File: config.mk
export PLATFORM = sky130hd
export DESIGN_NAME = axil_mmio_bridge
export DESIGN_NICKNAME = d
export VERILOG_FILES = /design/src/rtl/axil_mmio_bridge.sv
export SDC_FILE = /design/constraint.sdc
export NUM_CORES = 1
export LEC_CHECK = 0
export BUFFER_PORTS_ARGS = -buffer_cell sky130_fd_sc_hd__buf_2
export CORE_MARGIN = 1
export CORE_UTILIZATION = 45
export DETAILED_ROUTE_END_ITERATION = 8
export PLACE_DENSITY = 0.84
export SYNTH_ARGS = -nofsm -noshare
export SYNTH_HDL_FRONTEND = slang
export SYNTH_SLANG_ARGS = --single-unit
File: constraint.sdc
create_clock -name clk -period 2.44 [get_ports clk]
set_input_delay 0.488 -clock clk [delete_from_list [all_inputs] [get_ports clk]]
set_output_delay 0.488 -clock clk [all_outputs]
set_load 0.05 [all_outputs]
File: src/rtl/axil_mmio_bridge.sv
// axil_mmio_bridge: single-outstanding CPU load/store to AXI4-Lite master bridge.
// Define AXIL_TIMEOUT_EN to abandon transactions stuck for TIMEOUT_CYCLES cycles.
module axil_mmio_bridge #(
    parameter int ADDR_W = 32,
    parameter int DATA_W = 32,
    parameter int TIMEOUT_CYCLES = 1024
) (
    input  logic                clk,
    input  logic                rst,
    input  logic                req_valid,
    output logic                req_ready,
    input  logic                req_we,
    input  logic [ADDR_W-1:0]   req_addr,
    input  logic [DATA_W-1:0]   req_wdata,
    input  logic [DATA_W/8-1:0] req_wstrb,
    output logic                resp_valid,
    output logic [DATA_W-1:0]   resp_rdata,
    output logic                resp_err,
    output logic [ADDR_W-1:0]   m_awaddr,
    output logic [2:0]          m_awprot,
    output logic                m_awvalid,
    input  logic                m_awready,
    output logic [DATA_W-1:0]   m_wdata,
    output logic [DATA_W/8-1:0] m_wstrb,
    output logic                m_wvalid,
    input  logic                m_wready,
    input  logic [1:0]          m_bresp,
    input  logic                m_bvalid,
    output logic                m_bready,
    output logic [ADDR_W-1:0]   m_araddr,
    output logic [2:0]          m_arprot,
    output logic                m_arvalid,
    input  logic                m_arready,
    input  logic [DATA_W-1:0]   m_rdata,
    input  logic [1:0]          m_rresp,
    input  logic                m_rvalid,
    output logic                m_rready
);
    typedef enum logic [2:0] {IDLE, WRITE, WR_RESP, RD_ADDR, RD_DATA} state_t;

    state_t                state, state_n;
    logic [ADDR_W-1:0]     addr, addr_n;
    logic [DATA_W-1:0]     wdata, wdata_n, resp_rdata_n;
    logic [DATA_W/8-1:0]   wstrb, wstrb_n;
    logic                  awvalid_n, wvalid_n, arvalid_n, aw_done, aw_done_n, w_done, w_done_n;
    logic                  resp_valid_n, resp_err_n;
    logic                  aw_hs, w_hs;

    assign aw_hs     = m_awvalid & m_awready;
    assign w_hs      = m_wvalid & m_wready;
    assign m_awaddr  = addr;
    assign m_araddr  = addr;
    assign m_wdata   = wdata;
    assign m_wstrb   = wstrb;
    assign m_awprot  = 3'b000;
    assign m_arprot  = 3'b000;
    assign m_bready  = state == WR_RESP;
    assign m_rready  = state == RD_DATA;
    // Holding off during the response pulse keeps the next request one cycle behind it.
    assign req_ready = rst && state == IDLE && !resp_valid;

`ifdef AXIL_TIMEOUT_EN
    localparam int CW = $clog2(TIMEOUT_CYCLES);
    logic [CW-1:0] cnt, cnt_n;
`endif

    always_comb begin
        state_n      = state;
        addr_n       = addr;
        wdata_n      = wdata;
        wstrb_n      = wstrb;
        awvalid_n    = m_awvalid;
        wvalid_n     = m_wvalid;
        arvalid_n    = m_arvalid;
        aw_done_n    = aw_done;
        w_done_n     = w_done;
        resp_valid_n = 1'b0;
        resp_rdata_n = resp_rdata;
        resp_err_n   = resp_err;
        case (state)
            IDLE: if (req_valid && req_ready) begin
                addr_n    = req_addr;
                wdata_n   = req_wdata;
                wstrb_n   = req_wstrb;
                awvalid_n = req_we;
                wvalid_n  = req_we;
                arvalid_n = !req_we;
                aw_done_n = 1'b0;
                w_done_n  = 1'b0;
                state_n   = req_we ? WRITE : RD_ADDR;
            end
            WRITE: begin
                if (aw_hs) begin
                    awvalid_n = 1'b0;
                    aw_done_n = 1'b1;
                end
                if (w_hs) begin
                    wvalid_n = 1'b0;
                    w_done_n = 1'b1;
                end
                if ((aw_done || aw_hs) && (w_done || w_hs)) state_n = WR_RESP;
            end
            WR_RESP: if (m_bvalid) begin
                resp_valid_n = 1'b1;
                resp_rdata_n = '0;
                resp_err_n   = |m_bresp;
                state_n      = IDLE;
            end
            RD_ADDR: if (m_arready) begin
                arvalid_n = 1'b0;
                state_n   = RD_DATA;
            end
            RD_DATA: if (m_rvalid) begin
                resp_valid_n = 1'b1;
                resp_rdata_n = m_rdata;
                resp_err_n   = |m_rresp;
                state_n      = IDLE;
            end
            default: state_n = IDLE;
        endcase
`ifdef AXIL_TIMEOUT_EN
        cnt_n = (state_n == IDLE || state_n != state) ? '0 : cnt + 1'b1;
        // Fires one cycle early so the abort is visible in the TIMEOUT_CYCLES-th cycle.
        if (state != IDLE && cnt == CW'(TIMEOUT_CYCLES - 2)) begin
            state_n      = IDLE;
            awvalid_n    = 1'b0;
            wvalid_n     = 1'b0;
            arvalid_n    = 1'b0;
            resp_valid_n = 1'b1;
            resp_rdata_n = '0;
            resp_err_n   = 1'b1;
            cnt_n        = '0;
        end
`endif
    end

    always_ff @(posedge clk or negedge rst) begin
        if (!rst) begin
            state      <= IDLE;
            addr       <= '0;
            wdata      <= '0;
            wstrb      <= '0;
            m_awvalid  <= 1'b0;
            m_wvalid   <= 1'b0;
            m_arvalid  <= 1'b0;
            aw_done    <= 1'b0;
            w_done     <= 1'b0;
            resp_valid <= 1'b0;
            resp_rdata <= '0;
            resp_err   <= 1'b0;
        end else begin
            state      <= state_n;
            addr       <= addr_n;
            wdata      <= wdata_n;
            wstrb      <= wstrb_n;
            m_awvalid  <= awvalid_n;
            m_wvalid   <= wvalid_n;
            m_arvalid  <= arvalid_n;
            aw_done    <= aw_done_n;
            w_done     <= w_done_n;
            resp_valid <= resp_valid_n;
            resp_rdata <= resp_rdata_n;
            resp_err   <= resp_err_n;
        end
    end

`ifdef AXIL_TIMEOUT_EN
    always_ff @(posedge clk or negedge rst) begin
        if (!rst) cnt <= '0;
        else      cnt <= cnt_n;
    end
`endif
endmodule
== Yosys cells after proc, flatten, opt, wreduce, memory -nomap -nowiden ==
Index checks and enable logic that the tools add are counted.
W data, S select, Z words.
Word-level totals
  register bits after elaboration: 110
  output and inout port bits: 146
Operators by class
  equality and inequality tests: 11
  mux-type cells: 29
  bitwise gates (word level): 2
  reduce and logical (&&, ||, !) cells: 20
Operators by type and width (number)
  $mux W32: 2
  $pmux W32 S2: 1
  $mux W3: 5
  $pmux W3 S5: 1
  $pmux W1 S2: 7
  $mux W1: 12
  $ne A2 B2 Y1 const B: 6
  $reduce_and A3 Y1: 4
  $eq A3 B2 Y1 const B: 2
  $reduce_bool A2 Y1: 3
  $reduce_and A5 Y1: 1
  $logic_and A1 B1 Y1: 4
  $reduce_or A2 Y1: 2
  $eq A3 B1 Y1 const B: 1
  $eq A3 B3 Y1 const B: 1
  $logic_not A3 Y1: 1
  $and A1 B1 Y1: 2
  $logic_not A1 Y1: 2
  $logic_or A1 B1 Y1: 2
  $mux W2: 1
  $ne A2 B1 Y1 const B: 1
  $reduce_and A2 Y1: 1

== Logic depth before layout (Yosys ltp) ==
Gate-level depths: netlist of run 1.
  depth in word-level cells: 6
  gate-level depth with buffers: 7
  depth with buffers taken out: 5

== Least setup slack after synthesis of run 1 ==
OpenSTA, ideal clock, no wires.
  path type: reg2out
  start point: reg state[2]
  end point: out req_ready
  arrival time: 2.078 ns
  data required time: 1.952 ns
  setup slack: -0.126 ns
  stages on the path, launching flop included: 4
  path buffers: 1
  cells stage by stage: dfrtp_1 -> buf_6 -> or3_4 -> nor3b_1
Between the ends
  cells in the longest elaborated chain, start to end: 3
RTL lines
  start: declaration: line 41  | state_t state, state_n;
  start signal: assignment: line 152  | state <= state_n;
  $logic_not A3 Y1: line 60  | assign req_ready = rst && state == IDLE && !resp_valid;
  $logic_and A1 B1 Y1 (2 in series): line 60
  end: declaration: line 11  | output logic req_ready,
Every way passes these cells.

== Worst setup path after layout of run 1 ==
  start point: reg state[0]
  end point: out req_ready
Same word-level chain as after synthesis.

==> metrics.log, run 1 <==
[metrics] run status: finished, final reports clean
[metrics] CP Data Arrival Time: between 1.5 and 2 ns
[metrics] number of vias per cell: around 4.8
[metrics] Startpoint Class: flop
[metrics] post-synthesis async set-or-reset flop share: 1.000
[metrics] unrepaired setup endpoints after global routing: no
[metrics] number of detailed-route iterations in the first pass: 4
[metrics] number of flops mapped to enable cells by yosys: 0
[metrics] launching element of the worst setup path: state[0]
[metrics] Die Footprint: between 0.01 and 0.015 sq mm
[metrics] cells after synthesis: 317
[metrics] dominant cells by area after synthesis: dfrtp_1, mux2_4, a22o_1
[metrics] cells resized by post-CTS repair: 0
[metrics] WL/cell: between 15 and 20 um
[metrics] final net count: 649
[metrics] list of cells traversed by the critical path: or3_4 -> nor3b_2 -> buf_2
[metrics] worst hold path type: input pin to async pin
[metrics] sinks on the clock net: 110
[metrics] Least-Margin Pin Slew: approximately 0.71 ns
[metrics] number of DRC markers after the initial detailed-route iteration: approximately 140
[metrics] wirelength, routed: approximately 11 mm
[metrics] reg-to-reg startpoint: state[0]
[metrics] fraction of layout instances using a drive strength above 1: 0.6451
[metrics] initial antenna violation count: 0
[metrics] main combinational cell family by area after synthesis: multiplexers
[metrics] synthesis-stage register bit count: between 100 and 150
[metrics] effective utilization at floorplan: 0.4664
[metrics] IO Port Bufs: 252
[metrics] Yosys cell types: 34
[metrics] Critical path buffers and inverters: 1
[metrics] Worst slew margin: 0.5287
[metrics] Worst R2R Setup Slack: roughly 0.43 ns
[metrics] global-route wire length before repair: 16.45 mm
[metrics] area of the core: 0.01042 sq mm
[metrics] overall track demand over capacity in global routing: 0.1921
[metrics] number of rows in the core area: 37
[metrics] overall overflow remaining after global route: 0
[metrics] proportion of netlist area held by the largest area contributor: 0.5666
[metrics] clk root buf: clkbuf_8
[metrics] max-cap violations: 0
[metrics] Synth Area per Inst: 15.33 sq um
[metrics] clock latency on the worst-skew pair: around 0.37 ns
[metrics] area grow syn2layout: 25.34%
[metrics] vias in the first global route: between 3000 and 4000
[metrics] number of CTS-inserted buffers: 9
[metrics] fraction of the yosys area taken by sequential cells: 0.5666
[metrics] Die Ht: 105.9 um
[metrics] final number of max-transition violations: 0
[metrics] largest net degree at the start of global routing: 58
[metrics] highest achievable clock rate: about 430 MHz
[metrics] shortest period the worst path allows: 2.308 ns
[metrics] share of the cycle needed by the critical path after routing: 0.9459
[metrics] Post-Synth XOR/XNOR Area: 0
[metrics] Hold Vio Cnt, Final: 0
[metrics] Max clock buf depth: 2
[metrics] sort of element at the end of the critical path: output port
[metrics] H-tree depth: 3
[metrics] class of the most critical setup path: flop to output port
[metrics] setup skew after layout: 0.01173 ns
[metrics] cell area after technology mapping: roughly 0.0049 sq mm
[metrics] Worst Path Required: 1.95 ns
[metrics] Boundary Pins: 259
[metrics] total inserted antenna cells: 0
[metrics] CTS tree: yes
[metrics] Synth area leader: dfrtp_1
[metrics] crit-path leading delay family: simple AND/OR/NAND/NOR gates
[metrics] DRC viols: 0
[metrics] count of yosys warnings during synthesis: 0
[metrics] longest individual stage delay on the worst path: between 0.5 and 0.6 ns
[metrics] post-CTS setup buffer count: 0
[metrics] HPWL after detailed placement: about 8.0 mm
[metrics] clock slew at reported path FFs: 0.10 ns
[metrics] leading post-synthesis cells by instance count: dfrtp_1, mux2_4, buf_4
[metrics] RePlAce Congestion: between 0.8 and 0.9
[metrics] setup violation total in the final timing report: 0
[metrics] simple-gate share of the synthesized area: 0.03605
[metrics] most used standard cell by instance count after synthesis: dfrtp_1
[metrics] setup tns final: 0 ns
[metrics] CTS Hold Bufs: 0
[metrics] number of routed nets with antenna violations: 0
[metrics] cell type of the slowest stage on the worst timing path: dfrtp_1
[metrics] adder and majority gate portion of the synthesized area: 0
[metrics] largest fanout of any net on the critical path: 14
[metrics] Compound-Gate Fraction of Synth Area: 0.07597
[metrics] post-synthesis mux area share: 0.2181
[metrics] main flop type after synthesis: dfrtp_1
[metrics] horizontal extent of the die: 105.9 um
[metrics] routed via count: 3218
-- kinds of logic (layout without fill, tap and decap cells) --
family,count (synthesis),in the layout
simple gates,28,28
compound gates,45,45
flops,110,110
other cells,1,6
mux,72,72
buf+inv,61,280
-- final timing paths --
kind | end | depth (start not counted)
max in group asynchronous | m_wstrb[0] | 3
hold / removal | state[1] | 2
min in group clk | resp_rdata[4] | 2
hold reg to reg | resp_rdata[3] | 1
setup reg to reg | m_araddr[21] | 4
setup / recovery | req_ready | 3
-- cell usage in the layout, fill, tap and decap left out, types with 2 or more instances in the layout --
| cell | n |
|---|---|
| buf_2 | 251 |
| dfrtp_1 | 110 |
| mux2_4 | 67 |
| a22o_1 | 33 |
| clkbuf_8 | 10 |
| nor2_1 | 6 |
| conb_1 | 6 |
| buf_4 | 6 |
| nand3b_1 | 5 |
| inv_1 | 5 |
| nand2_1 | 4 |
| a21oi_1 | 3 |
| mux2_2 | 3 |
| or2_2 | 2 |
| nor3_1 | 2 |
| o21ai_0 | 2 |
| mux2i_1 | 2 |
| clkbuf_1 | 2 |
| buf_12 | 2 |
-- stage by stage --
| step | area [sq um] | cells | setup WS, ns | hold slack, ns | utilization |
|---|---|---|---|---|---|
| after floorplan | 4882 | 322 | 0.3699 | 0.1924 | - |
| after global placement | 5914 | 661 | 0.4955 | 0.4846 | 0.5678 |
| after detailed placement | 5914 | 661 | 0.4452 | 0.4862 | 0.5678 |
| after CTS | 6090 | 677 | 0.09969 | 0.2771 | 0.5846 |
| after global routing | 6090 | 677 | 0.06696 | 0.3014 | 0.5846 |
| final | 6090 | 677 | 0.1319 | 0.2563 | 0.5846 |
-- routing by layer --
layer | vias up | global-route usage | wire [um]
met5 | - | 0 | 0
met4 | 0 | 0.06349 | 146
met3 | 12 | 0.05334 | 750
met2 | 172 | 0.3226 | 5294
met1 | 1529 | 0.2396 | 4485
li1 | 1505 | - | -
-- area by class of cell --
cell class / instances / area, sq um
Multi-Input combinational cell: 151 / 1632
Inverter: 5 / 18.77
Timing Repair Buffer: 259 / 1341
Clock inverter: 4 / 30.03
Tap cell: 136 / 170.2
Sequential cell: 110 / 2753
Clock buffer: 12 / 145.1
Fill cell: 852 / 4327
-- flip-flops by register name, indices dropped and copies added, names as in the netlist, 3 cells and up --
name / count
m_wdata: 32
state: 3
m_araddr: 32
m_wstrb: 4
resp_rdata: 32
Power of run 1 is not shown: default switching activity piles up to over one toggle a cycle in this logic, so the estimate is an artifact.
==> inputs of run 2 (changes only) <==
==> constraint.sdc (replaced) <==
create_clock -name clk -period 2.34 [get_ports clk]
set_input_delay 0.468 -clock clk [delete_from_list [all_inputs] [get_ports clk]]
set_output_delay 0.468 -clock clk [all_outputs]
set_load 0.05 [all_outputs]
==> metrics.log, run 2 (synthesized netlist as in run 1, its figures left out) <==
[metrics] effective utilization at floorplan: 0.4664 (unchanged)
[metrics] area of the core: 0.01042 sq mm (unchanged)
[metrics] RePlAce Congestion: 0.8265 (was 0.8429)
[metrics] final net count: 648 (was 649)
[metrics] unrepaired setup endpoints after global routing: no (unchanged)
[metrics] wirelength, routed: 10.51 mm (was 10.68 mm)
[metrics] HPWL after detailed placement: 7.826 mm (was 7.983 mm)
[metrics] Max clock buf depth: 2 (unchanged)
[metrics] clock slew at reported path FFs: 0.10 ns (about the same)
[metrics] sort of element at the end of the critical path: output port (unchanged)
[metrics] setup skew after layout: 0.01137 ns (was 0.01173 ns)
[metrics] cells resized by post-CTS repair: 0 (unchanged)
[metrics] DRC viols: 0 (unchanged)
[metrics] overall overflow remaining after global route: 0 (unchanged)
[metrics] number of routed nets with antenna violations: 0 (unchanged)
[metrics] H-tree depth: 3 (unchanged)
[metrics] Worst R2R Setup Slack: 0.40 ns (was 0.43 ns)
[metrics] class of the most critical setup path: flop to output port (unchanged)
[metrics] max-cap violations: 0 (unchanged)
[metrics] number of DRC markers after the initial detailed-route iteration: 136 (was 144)
[metrics] commonest cells after routing, fill and taps aside: buf_2, dfrtp_1, mux2_4 (unchanged)
[metrics] fraction of layout instances using a drive strength above 1: 0.6475 (was 0.6451)
[metrics] overall track demand over capacity in global routing: 0.1887 (was 0.1921)
[metrics] CTS Hold Bufs: 0 (unchanged)
[metrics] Hold Vio Cnt, Final: 0 (unchanged)
[metrics] clock latency on the worst-skew pair: 0.36 ns (was 0.37 ns)
[metrics] Least-Margin Pin Slew: 0.7242 ns (was 0.7069 ns)
[metrics] clk root buf: clkbuf_8 (unchanged)
[metrics] highest achievable clock rate: roughly 440 MHz
[metrics] setup violation total in the final timing report: 0 (unchanged)
[metrics] vias in the first global route: 3202 (was 3181)
[metrics] setup tns final: 0 ns (unchanged)
[metrics] horizontal extent of the die: 105.9 um (unchanged)
[metrics] CTS tree: yes (unchanged)
[metrics] worst hold path type: input pin to async pin (unchanged)
[metrics] sinks on the clock net: 110 (unchanged)
[metrics] total inserted antenna cells: 0 (unchanged)
[metrics] IO Port Bufs: 252 (unchanged)
[metrics] post-CTS setup buffer count: 0 (unchanged)
[metrics] number of detailed-route iterations in the first pass: 4 (unchanged)
[metrics] WL/cell: 15.58 um (was 15.77 um)
[metrics] CP Data Arrival Time: 1.78 ns (was 1.82 ns)
[metrics] share of the cycle needed by the critical path after routing: 0.9610
[metrics] shortest period the worst path allows: 2.249 ns
[metrics] largest net degree at the start of global routing: 60 (was 58)
[metrics] Boundary Pins: 259 (unchanged)
[metrics] number of rows in the core area: 37 (unchanged)
[metrics] reg-to-reg startpoint: state[1] (was state[0])
[metrics] Die Ht: 105.9 um (unchanged)
[metrics] Worst Path Required: 1.87 ns (was 1.95 ns)
[metrics] largest fanout of any net on the critical path: 12 (was 14)
[metrics] area grow syn2layout: 25.68% (was 25.34%)
[metrics] routed via count: 3260 (was 3218)
[metrics] Die Footprint: 0.01122 sq mm (unchanged)
[metrics] number of vias per cell: 4.830 (was 4.753)
[metrics] Register-to-Register Path Depth: 4 (unchanged)
[metrics] initial antenna violation count: 0 (unchanged)
[metrics] leading cell type in the layout, fill and taps excluded: buf_2 (unchanged)
[metrics] run status: finished, final reports clean (unchanged)
[metrics] global-route wire length before repair: 16.24 mm (was 16.45 mm)
[metrics] Worst slew margin: 0.5172 (was 0.5287)
[metrics] final number of max-transition violations: 0 (unchanged)
[metrics] number of CTS-inserted buffers: 9 (unchanged)
[metrics] Startpoint Class: flop (unchanged)
[metrics] capturing point of the worst reg2reg path: m_araddr[21] (unchanged)
## run 2: cell count changes in the layout (fill, tap and decap cells not counted), sizes merged
cell and change:
buf -2, bufinv +1, clkbuf -1, clkinv -1, clkinvlp +1
## run 2: worst max-delay path by stage
| stage | from | to | cells past startpoint |
|---|---|---|---|
| final | state[1] | req_ready | 3 |
| after global routing | state[1] | req_ready | 3 |
| after CTS | state[1] | req_ready | 3 |
| after detailed placement | state[0] | m_araddr[21] | 4 |
| after global placement | state[1] | m_araddr[21] | 4 |
| after floorplan | state[2] | req_ready | 3 |
## run 2: layer usage
layer / routed length [um] / global-route usage / vias to the layer above
met1: 4394 / 0.2378 / 1565
li1: - / - / 1501
met2: 5180 / 0.3151 / 174
met5: 0 / 0 / -
met3: 649 / 0.03679 / 20
met4: 289 / 0.08532 / 0
## run 2: metrics by stage
step                instances  utilization  hold slack (ns)  setup slack, ns  cell area [sq um]
floorplan                 322            -           0.1724           0.2899               4882
global placement          660       0.5671           0.4839           0.4635               5907
detailed placement        660       0.5671           0.4873           0.4163               5907
CTS                       675       0.5859           0.2550          0.04708               6103
global route              675       0.5862           0.2807        0.0006704               6106
finish                    675       0.5862           0.2393          0.09123               6106
## run 2: worst max-delay path, stage by stage, from the launching register on
cell and delay (ns):
dfrtp_1 0.51, or3_4 0.47, nor3b_2 0.19, clkbuf_4 0.26
## run 2: final cells by class
class | instances | area, sq um
well taps | 136 | 170.2
inverters | 5 | 18.77
fillers | 836 | 4310
repair buffers | 258 | 1336
clock inverters | 5 | 58.81
flip-flops and latches | 110 | 2753
clock buffers | 10 | 137.6
multi-input cells | 151 | 1632
Power of run 2 is left out for the same reason.
==> inputs of run 3 (changes only) <==
--- a/config.mk
+++ b/config.mk
@@ -9,6 +9,7 @@
 export CORE_MARGIN = 1
 export CORE_UTILIZATION = 45
 export DETAILED_ROUTE_END_ITERATION = 8
+export GPL_TIMING_DRIVEN = 0
 export PLACE_DENSITY = 0.84
 export SYNTH_ARGS = -nofsm -noshare
 export SYNTH_HDL_FRONTEND = slang
==> metrics.log, run 3 (synthesized netlist as in run 1, its figures left out) <==
[metrics] run status: finished, final reports clean (unchanged)
[metrics] shortest period the worst path allows: 2.250 ns (was 2.249 ns)
[metrics] cells resized by post-CTS repair: 0 (unchanged)
[metrics] number of routed nets with antenna violations: 0 (unchanged)
[metrics] HPWL after detailed placement: 8.646 mm (was 7.826 mm)
[metrics] number of CTS-inserted buffers: 9 (unchanged)
[metrics] area of the core: 0.01042 sq mm (unchanged)
[metrics] number of vias per cell: 4.867 (was 4.830)
[metrics] CTS Hold Bufs: 0 (unchanged)
[metrics] number of detailed-route iterations in the first pass: 4 (unchanged)
[metrics] Boundary Pins: 259 (unchanged)
[metrics] share of the cycle needed by the critical path after routing: 0.9614 (was 0.9610)
[metrics] multi-input gate area in the final layout: 0.001632 sq mm (unchanged)
[metrics] highest metal layer used by the detailed router: met4 (unchanged)
[metrics] unrepaired setup endpoints after global routing: no (unchanged)
[metrics] CP Data Arrival Time: 1.78 ns (about the same)
[metrics] IO Port Bufs: 252 (unchanged)
[metrics] area grow syn2layout: 34.66% (was 25.68%)
[metrics] effective utilization at floorplan: 0.4664 (unchanged)
[metrics] routed via count: 3538 (was 3260)
[metrics] global-route wire length before repair: 17.67 mm (was 16.24 mm)
[metrics] vias in the first global route: 3521 (was 3202)
[metrics] sort of element at the end of the critical path: output port (unchanged)
[metrics] Hold Vio Cnt, Final: 0 (unchanged)
[metrics] final number of max-transition violations: 0 (unchanged)
[metrics] Max clock buf depth: 2 (unchanged)
[metrics] Least-Margin Pin Slew: 0.6403 ns (was 0.7242 ns)
[metrics] leading cell type in the layout, fill and taps excluded: buf_2 (unchanged)
[metrics] number of DRC markers after the initial detailed-route iteration: 83 (was 136)
[metrics] highest achievable clock rate: 444.5 MHz (was 444.7 MHz)
[metrics] reg-to-reg startpoint: state[2] (was state[1])
[metrics] setup slack at placement: -0.1937 ns (was 0.4163 ns)
[metrics] largest fanout of any net on the critical path: 10 (was 12)
[metrics] horizontal extent of the die: 105.9 um (unchanged)
[metrics] capturing point of the worst reg2reg path: m_wdata[28] (was m_araddr[21])
[metrics] worst hold path type: input pin to async pin (unchanged)
[metrics] last element of the critical path: req_ready (unchanged)
[metrics] total length of routed met2 wires: 5.848 mm (was 5.180 mm)
[metrics] commonest cells after routing, fill and taps aside: buf_2, dfrtp_1, mux2_4 (unchanged)
[metrics] setup violation total in the final timing report: 0 (unchanged)
[metrics] Worst R2R Setup Slack: 0.44 ns (was 0.40 ns)
[metrics] Worst slew margin: 0.5731 (was 0.5172)
[metrics] Die Footprint: 0.01122 sq mm (unchanged)
[metrics] overall overflow remaining after global route: 0 (unchanged)
[metrics] number of rows in the core area: 37 (unchanged)
[metrics] launching element of the worst setup path: state[2] (was state[1])
[metrics] Die Ht: 105.9 um (unchanged)
[metrics] fraction of layout instances using a drive strength above 1: 0.6684 (was 0.6475)
[metrics] H-tree depth: 3 (unchanged)
[metrics] clk root buf: clkbuf_8 (unchanged)
[metrics] hold slack: 0.1013 ns (was 0.2393 ns)
[metrics] setup skew after layout: 0.01498 ns (was 0.01137 ns)
[metrics] Met1 Routed Length: 4.569 mm (was 4.394 mm)
[metrics] CTS tree: yes (unchanged)
[metrics] largest net degree at the start of global routing: 64 (was 60)
[metrics] sinks on the clock net: 110 (unchanged)
[metrics] wirelength, routed: 11.35 mm (was 10.51 mm)
[metrics] initial antenna violation count: 0 (unchanged)
[metrics] Startpoint Class: flop (unchanged)
[metrics] post-CTS setup buffer count: 0 (unchanged)
[metrics] max-cap violations: 0 (unchanged)
[metrics] Finished Core Util: 0.6281 (was 0.5862)
[metrics] clock latency on the worst-skew pair: 0.37 ns (was 0.36 ns)
[metrics] setup slack of the critical path after layout: 0.09036 ns (was 0.09123 ns)
[metrics] DRC viols: 0 (unchanged)
[metrics] Filler cells: 818 (was 836)
[metrics] WL/cell: 15.61 um (was 15.58 um)
[metrics] class of the most critical setup path: flop to output port (unchanged)
[metrics] FF/Latch Area: 0.002753 sq mm (unchanged)
[metrics] clock slew at reported path FFs: 0.10 ns (about the same)
[metrics] total inserted antenna cells: 0 (unchanged)
[metrics] Register-to-Register Path Depth: 5 (was 4)
[metrics] final net count: 699 (was 648)
[metrics] RePlAce Congestion: 0.7594 (was 0.8265)
[metrics] overall track demand over capacity in global routing: 0.2051 (was 0.1887)
[metrics] Worst Path Required: 1.87 ns (about the same)
[metrics] Met3 Wirelength: 720 um (was 649 um)
## run 3: cell count changes in the layout (fill, tap and decap cells not counted)
| cell | before | now |
|---|---|---|
| clkbuf_4 | 1 | 0 |
| buf_16 | 0 | 1 |
| inv_6 | 1 | 0 |
| clkinv_2 | 1 | 3 |
| clkbuf_1 | 0 | 6 |
| buf_2 | 250 | 255 |
| clkinv_4 | 0 | 1 |
| buf_12 | 2 | 7 |
| clkinvlp_4 | 2 | 1 |
| buf_6 | 0 | 1 |
| buf_4 | 5 | 39 |
## run 3: worst min-delay path by stage
stage / from / to / depth (start not counted)
final: rst / resp_rdata[4] / 1
after global routing: rst / resp_rdata[4] / 1
after CTS: rst / resp_rdata[4] / 1
after detailed placement: resp_rdata[9] / resp_rdata[9] / 1
after global placement: resp_rdata[3] / resp_rdata[3] / 1
after floorplan: rst / aw_done / 0
## run 3: per-stage QoR
step,cells,setup TNS (ns),cell area [sq um]
finish,727,0,6543
CTS,727,0,6543
floorplan,322,0,4882
detailed placement,711,-12.04,6344
global placement,710,-167.62,6314
global route,727,0,6543
## run 3: cell type report
class / count / area share
repair buffers: 253 / 0.1974
clock inverters: 6 / 0.009371
well taps: 136 / 0.02601
flip-flops and latches: 110 / 0.4207
multi-input cells: 151 / 0.2494
clock buffers: 10 / 0.02104
plain buffers: 56 / 0.07325
inverters: 5 / 0.002869
## run 3: layer usage
| layer | track usage | up-vias |
|---|---|---|
| met5 | 0 | - |
| met4 | 0.08234 | 0 |
| met3 | 0.04414 | 15 |
| met2 | 0.3618 | 190 |
| met1 | 0.2432 | 1721 |
| li1 | - | 1612 |
## run 3: critical path, cell delays in order (launching register included)
cell and delay, ns:
dfrtp_1 0.39, buf_6 0.13, or3_4 0.44, nor3b_2 0.18, buf_2 0.29
Power of run 3 is left out for the same reason.
